--- config.mk ---
export PLATFORM = sky130hd
export DESIGN_NAME = router_input_buffer
export DESIGN_NICKNAME = d
export VERILOG_FILES = /design/src/rtl/router_input_buffer.sv
export SDC_FILE = /design/constraint.sdc
export NUM_CORES = 1
export LEC_CHECK = 0
export ABC_AREA = 1
export CAP_MARGIN = 20
export CORE_MARGIN = 4
export CORE_UTILIZATION = 59
export CTS_CLUSTER_DIAMETER = 40
export DETAILED_ROUTE_END_ITERATION = 8
export GPL_ROUTABILITY_DRIVEN = 0
export PLACE_DENSITY = 0.84
export SYNTH_ARGS = -nofsm -noshare
export SYNTH_HDL_FRONTEND = slang
export SYNTH_SLANG_ARGS = --single-unit
--- constraint.sdc ---
create_clock -name clk -period 3.6 [get_ports clk]
set_input_delay 0.9 -clock clk [delete_from_list [all_inputs] [get_ports clk]]
set_output_delay 0.9 -clock clk [all_outputs]
set_load 0.1 [all_outputs]
--- src/rtl/router_input_buffer.sv ---
// rtl/router_input_buffer.sv - per-port receive FIFO of the mesh router with write-time XY route labels
//
// Purpose:
//   Receives flits from a neighbour's crossbar output register. Each flit is stored
//   with a 4-bit XY route label that is computed when the flit is written. The head
//   flit and its label go to the local switch allocator. The head entry is dequeued
//   when the allocator asserts ready.
//
// Ports:
//   clk         in   1           clock
//   rst_n       in   1           asynchronous active-low reset
//   in_valid    in   1           upstream flit valid
//   in_data     in   DATASIZE    upstream flit {src, dst, timestamp, data, type}
//   full        out  1           back-pressure; upstream holds its flit while high
//   ready       in   1           allocator ready for this port
//   head_data   out  DATASIZE    flit at FIFO head, 0 when empty
//   head_label  out  4           {W,N,E,S} one-hot, 0000 local, 1111 empty
//   count       out  WIDTH+1     occupancy 0..DEPTH

module router_input_buffer #(
    parameter int DEPTH    = 8,
    parameter int WIDTH    = 3,
    parameter int DATASIZE = 40,
    parameter int LOCAL_X  = 0,
    parameter int LOCAL_Y  = 0
) (
    input  logic                clk,
    input  logic                rst_n,
    input  logic                in_valid,
    input  logic [DATASIZE-1:0] in_data,
    output logic                full,
    input  logic                ready,
    output logic [DATASIZE-1:0] head_data,
    output logic [3:0]          head_label,
    output logic [WIDTH:0]      count
);

    localparam logic [1:0]     LX          = 2'(LOCAL_X);
    localparam logic [1:0]     LY          = 2'(LOCAL_Y);
    localparam logic [WIDTH:0] DEPTH_CNT   = (WIDTH+1)'(DEPTH);
    localparam logic [3:0]     LABEL_W     = 4'b1000;
    localparam logic [3:0]     LABEL_N     = 4'b0100;
    localparam logic [3:0]     LABEL_E     = 4'b0010;
    localparam logic [3:0]     LABEL_S     = 4'b0001;
    localparam logic [3:0]     LABEL_LOCAL = 4'b0000;
    localparam logic [3:0]     LABEL_EMPTY = 4'b1111;

    // Each entry holds {label, flit}.
    logic [DATASIZE+3:0] mem [DEPTH];

    logic [WIDTH-1:0]    wr_ptr;
    logic [WIDTH-1:0]    rd_ptr;
    logic [WIDTH:0]      count_q;
    logic                push;
    logic                pop;
    logic                not_empty;
    logic [1:0]          dst_x;
    logic [1:0]          dst_y;
    logic [3:0]          in_label;
    logic [DATASIZE+3:0] head_entry;

    // dst occupies flit bits [35:32]; the column is the low pair and the row is the high pair.
    assign dst_x = in_data[33:32];
    assign dst_y = in_data[35:34];

    // XY routing: X is resolved completely before Y.
    always_comb begin
        in_label = LABEL_LOCAL;
        if (dst_x < LX) begin
            in_label = LABEL_W;
        end else if (dst_x > LX) begin
            in_label = LABEL_E;
        end else if (dst_y < LY) begin
            in_label = LABEL_N;
        end else if (dst_y > LY) begin
            in_label = LABEL_S;
        end
    end

    // full depends only on registered count. A pop in the same cycle does not free a
    // slot for the waiting upstream flit. That flit is written one edge later.
    assign not_empty = (count_q != '0);
    assign full      = (count_q == DEPTH_CNT);
    assign push      = in_valid & ~full;
    assign pop       = ready & not_empty;

    // Storage is not reset. Entries are only visible through count_q, so stale
    // contents left after a reset never reach the head outputs.
    always_ff @(posedge clk) begin
        if (push) begin
            mem[wr_ptr] <= {in_label, in_data};
        end
    end

    always_ff @(posedge clk or negedge rst_n) begin
        if (!rst_n) begin
            wr_ptr  <= '0;
            rd_ptr  <= '0;
            count_q <= '0;
        end else begin
            if (push) begin
                wr_ptr <= wr_ptr + WIDTH'(1);
            end
            if (pop) begin
                rd_ptr <= rd_ptr + WIDTH'(1);
            end
            case ({push, pop})
                2'b10:   count_q <= count_q + (WIDTH+1)'(1);
                2'b01:   count_q <= count_q - (WIDTH+1)'(1);
                default: count_q <= count_q;
            endcase
        end
    end

    // The head is read combinationally from registered state. A flit written at an
    // edge into an empty FIFO is therefore visible right after that edge, and it
    // cannot be popped in the cycle it was pushed.
    assign head_entry = mem[rd_ptr];

    always_comb begin
        head_data  = '0;
        head_label = LABEL_EMPTY;
        if (not_empty) begin
            head_data  = head_entry[DATASIZE-1:0];
            head_label = head_entry[DATASIZE+3:DATASIZE];
        end
    end

    assign count = count_q;

endmodule

-- After elaboration in Yosys (flattened, before gate mapping)
Memory sizes are Yosys's and may differ from the RTL's.
Cells that the tools add are included.
- reductions and logical operators: 2
- order comparisons: 4
- add/subtract/negate cells: 4
- bitwise logic cells: 3
- equality and inequality tests: 3
- muxes and demuxes: 9
- operators by type and width (kind ; count):
    $mux 40 ; 1
    $mux 4 ; 2
    $pmux 4 s2 ; 1
    $add 3x1->3 const B ; 2
    $mux 3 ; 2
    $add 4x1->4 const B ; 1
    $eq 4x4->1 const B ; 1
    $gt 2x1->1 const B ; 2
    $lt 2x1->1 const B ; 2
    $reduce_bool 4->1 ; 1
    $sub 4x1->4 const B ; 1
    $mux 1 ; 3
    $and 1x1->1 ; 2
    $eq 2x1->1 const B ; 1
    $eq 2x2->1 const B ; 1
    $reduce_bool 2->1 ; 1
    $not 1->1 ; 1
- output and inout port bits: 49
- word-level logic and storage cells: 29
- bits in writable memories: 352
- memories kept: 1
- register bits after elaboration: 10
- input port bits: 44
- memory list (memory ; words ; width ; read ports ; clocked after Yosys merged registers in ; wr ports ; line ; source):
    mem ; 8 ; 44 ; 1 ; 0 ; 1 ; 49 ; logic [DATASIZE+3:0] mem [DEPTH];

-- Depth between registers and ports, before layout
- depth in word-level cells: 5
- mapped depth: 13
- depth with buffers taken out: 13

-- Least setup slack after synthesis
Ideal clock, no wire load.
- path type: reg-to-reg
- from: register count_q[1] (netlist: count[1])
- to: memory mem[0][0] (netlist bit), enable pin
- data required time: 3.159 ns
- cell stages (with the launch flop): 6
- path slack: -0.307 ns
- setup time: 0.441 ns
- data arrival time: 3.465 ns
- clock period less this slack: 3.907 ns
- buffers on the path: 0
- path through: dfrtp_1 > nor2_1 > nand3_1 > nand2_1 > or2_2 > nor2_1
- cells in the longest elaborated chain, start to end: 5
- ends and longest elaborated chain (element ; line ; source):
    start, declared ; 53 ; logic [WIDTH:0] count_q;
    start signal, assigned ; 108 ; 2'b10: count_q <= count_q + (WIDTH+1)'(1);
    start signal, assigned ; 109 ; 2'b01: count_q <= count_q - (WIDTH+1)'(1);
    start signal, assigned ; 110 ; default: count_q <= count_q;
    $eq 4x4->1 ; 83 ; assign full = (count_q == DEPTH_CNT);
    $not 1->1 ; 84 ; assign push = in_valid & ~full;
    $and 1x1->1 ; 84 ;
    $mux 1 ; 90 ; if (push) begin
    $mux 1 (implied by the code) ; 91 ; mem[wr_ptr] <= {in_label, in_data};
    end, declared ; 49 ;
No other way between the ends.

-- Final worst setup path
- from: register rd_ptr[0]
- to: output head_data[29]
- cells in the longest elaborated chain, start to end: 2
- ends and longest elaborated chain (element ; line ; source):
    start, declared ; 52 ; logic [WIDTH-1:0] rd_ptr;
    start signal, assigned ; 105 ; rd_ptr <= rd_ptr + WIDTH'(1);
    $mem_v2 8x44 ; n/a ;
    $mux 40 ; 123 ; if (not_empty) begin
    end, declared ; 33 ; output logic [DATASIZE-1:0] head_data,
No other way between the ends.

==> flow_summary.ini <==
[timing]
period_needed_ns = 3.484
clock.fmax_mhz = 287.0
grt_setup_unrepaired = no
period_share = 0.9678
worst_clock_skew_ns = 0.01745
worstMarginPinSlew_ns = 1.062
hold_viol_final = 0
slew_viol_final = 0
setup_violations = 0
slew_headroom = 0.2923

[hold_path]
hold_class = flip-flop to flip-flop
holdPathStages = 2
worstHoldEndpoint = wr_ptr[0]
min_from = wr_ptr[0]

[layout]
syn_to_final_growth_pct = 22.60
nNetsFinal = 1222
diodes = 0
layout_common_cells = edfxtp_1 (336), nor2_1 (249), o21ai_0 (125)
layout-drive-gt1-share = 0.1568
final_util = 0.7405
layout_commonest_cell = edfxtp_1
fin_area_um2 = 16920
instances_no_fill = 1518

[clock_tree]
h-tree-depth = 2
clock_path_buffers = 3
numCtsBuffers = 41
cts_tree = yes
cts.clk_slew.worst_paths_ns = 0.05
clk_latency_ns = 0.52
cts_hold_buffers = 0
cts_root_buf = clkbuf_16
cts_sinks = 346
post_cts_buffers = 0
ctsResizeCount = 0

[synth]
synth_xor_area_frac = 0.003808
syn_nets = 1130
synth_mux_area_frac = 0
synth_top_family_by_area = simple AND/OR/NAND/NOR gates
synthSimpleGateAreaFrac = 0.1097
netlist_instances = 1081
ys_seq_elements = 346
ys_seq_area_frac = 0.7493
yosysUniqueCellTypes = 21
synth_compound_area_frac = 0.09974
synth_fa_ha_area_frac = 0.004534
syn_area_um2 = 13800
syn_avg_cell_area_um2 = 12.77
yosys_warnings = 0

[floorplan]
die_x_um = 160.9
start_util = 0.6040
dieArea_um2 = 25900
core_area_um2 = 22850
die_h_um = 160.9
rows = 55
ios = 93

[grt]
grt_overflow = 0
grt_pass1_vias = 9109
grt_usage = 0.2389
antenna_found_initial = 0
gr-usage-met1 = 0.3112
grt_first_pass_wirelength_um = 49100
top_usage_layer = met2
grt_max_degree = 170
grtUsageMet2 = 0.4104
grt.met3_usage = 0.03952

[critical_path]
crit_fanout = 169
r2r-end = count[2]
startpoint_type = flip-flop
cpMostUsedCell = nor2_1
slowest_delay_ns = 0.45
critPathKind = flip-flop to primary output
cp.arrival_ns = 2.58
crit_required_ns = 2.70
r2r_slack_ns = 0.96
critical_path.slowest_cell = dfrtp_4
rr_worst_depth = 11
reg2reg_from = count[1]
endpoint_kind = primary output
crit_chain = buf_16 -> nor2_1 -> nor2_1 -> o21ai_0 -> o211ai_1 -> nand2_1 -> nor2_2 -> buf_12

[place]
dp.cells = 1443
io_buffers = 92
placedInstanceArea_um2 = 15540
dp_hpwl_um = 16850

[drt]
vias = 9047
drt_iter0_markers = 989
dr.pass1.iters = 5
via_per_inst = 5.960
ant_nets = 0
drc = 0
drt-wirelength-per-cell_um = 20.60
wirelength_um = 31270

[status]
status = completed

[flow_run]
drv_cap = 0
==> synth_stat cells <==
master    number  area share
clkbuf_1      32      0.0087
o211ai_1      40       0.022
clkinv_2       1     0.00036
inv_4          1     0.00045
buf_6          8      0.0065
ha_1           5      0.0045
edfxtp_1     336        0.73
nor2_1       294       0.080
inv_1         12      0.0033
xnor2_1        2      0.0013
or2_2          2     0.00091
a21oi_1        1     0.00036
o21ai_1       39       0.014
buf_2         12      0.0044
xor2_1         4      0.0025
o21ai_0      125       0.045
nand2_1       82       0.022
buf_4         17      0.0092
o22ai_1       40       0.018
nand3_1       18      0.0065
dfrtp_1       10       0.018
==> worst max-delay path by stage <==
stage | start | to | slack (ns) | cells past startpoint
2_1_floorplan | count[1] | mem[0][0] | -0.31 | 5
3_5_place_dp | rd_ptr[1] | head_data[0] | 0.65 | 6
4_1_cts | rd_ptr[0] | head_data[0] | 0.09 | 6
6_report | rd_ptr[0] | head_data[29] | 0.12 | 8
5_1_grt | rd_ptr[0] | head_data[0] | 0.005 | 8
3_3_place_gp | rd_ptr[0] | head_data[39] | 0.75 | 6
==> registers in the layout, summed over array words and instances, names as in the netlist <==
signal,flops
count,4
wr_ptr,3
mem,336
rd_ptr,3
==> stage by stage <==
stage               setup TNS [ns]  worst slack, ns  hold slack (ns)
floorplan                   -51.52          -0.3067           0.4926
global placement                 0           0.7504           0.5174
detailed placement               0           0.6486           0.5257
CTS                              0          0.09070           0.5422
global route                     0         0.004545           0.6054
finish                           0           0.1157           0.5504
==> layout make-up <==
class	count	area, µm²
Clock buffer	49	1077
Clock inverter	26	295.3
Fill cell	1350	5928
Inverter	14	56.30
Multi-Input combinational cell	652	3161
Sequential cell	346	10350
Tap cell	313	391.6
Timing Repair Buffer	118	1589
==> routing by layer <==
| layer | vias to the layer above | routed length (µm) |
|---|---|---|
| met5 | - | 0 |
| met4 | 0 | 969 |
| met3 | 86 | 2530 |
| met2 | 470 | 16130 |
| met1 | 4397 | 11640 |
| li1 | 4094 | - |
==> cell families (layout without fill, tap and decap cells) <==
group,after synthesis,count (layout)
flip-flops,346,346
buffers and inverters,83,207
XOR/XNOR,6,6
adder cells (fa/ha/maj),5,5
AO/OA/AOI/OAI,245,245
AND/OR/NAND/NOR,396,396
==> worst max-delay path: cells and delay by family, from the launching register on <==
kind | cells | cell delay, ns
AND/OR/NAND/NOR | 4 | 0.53
AO/OA/AOI/OAI | 2 | 0.30
flip-flops | 1 | 0.45
buffers and inverters | 2 | 0.66
Power is not shown: default switching activity piles up to over one toggle a cycle in this logic, so the estimate is an artifact.
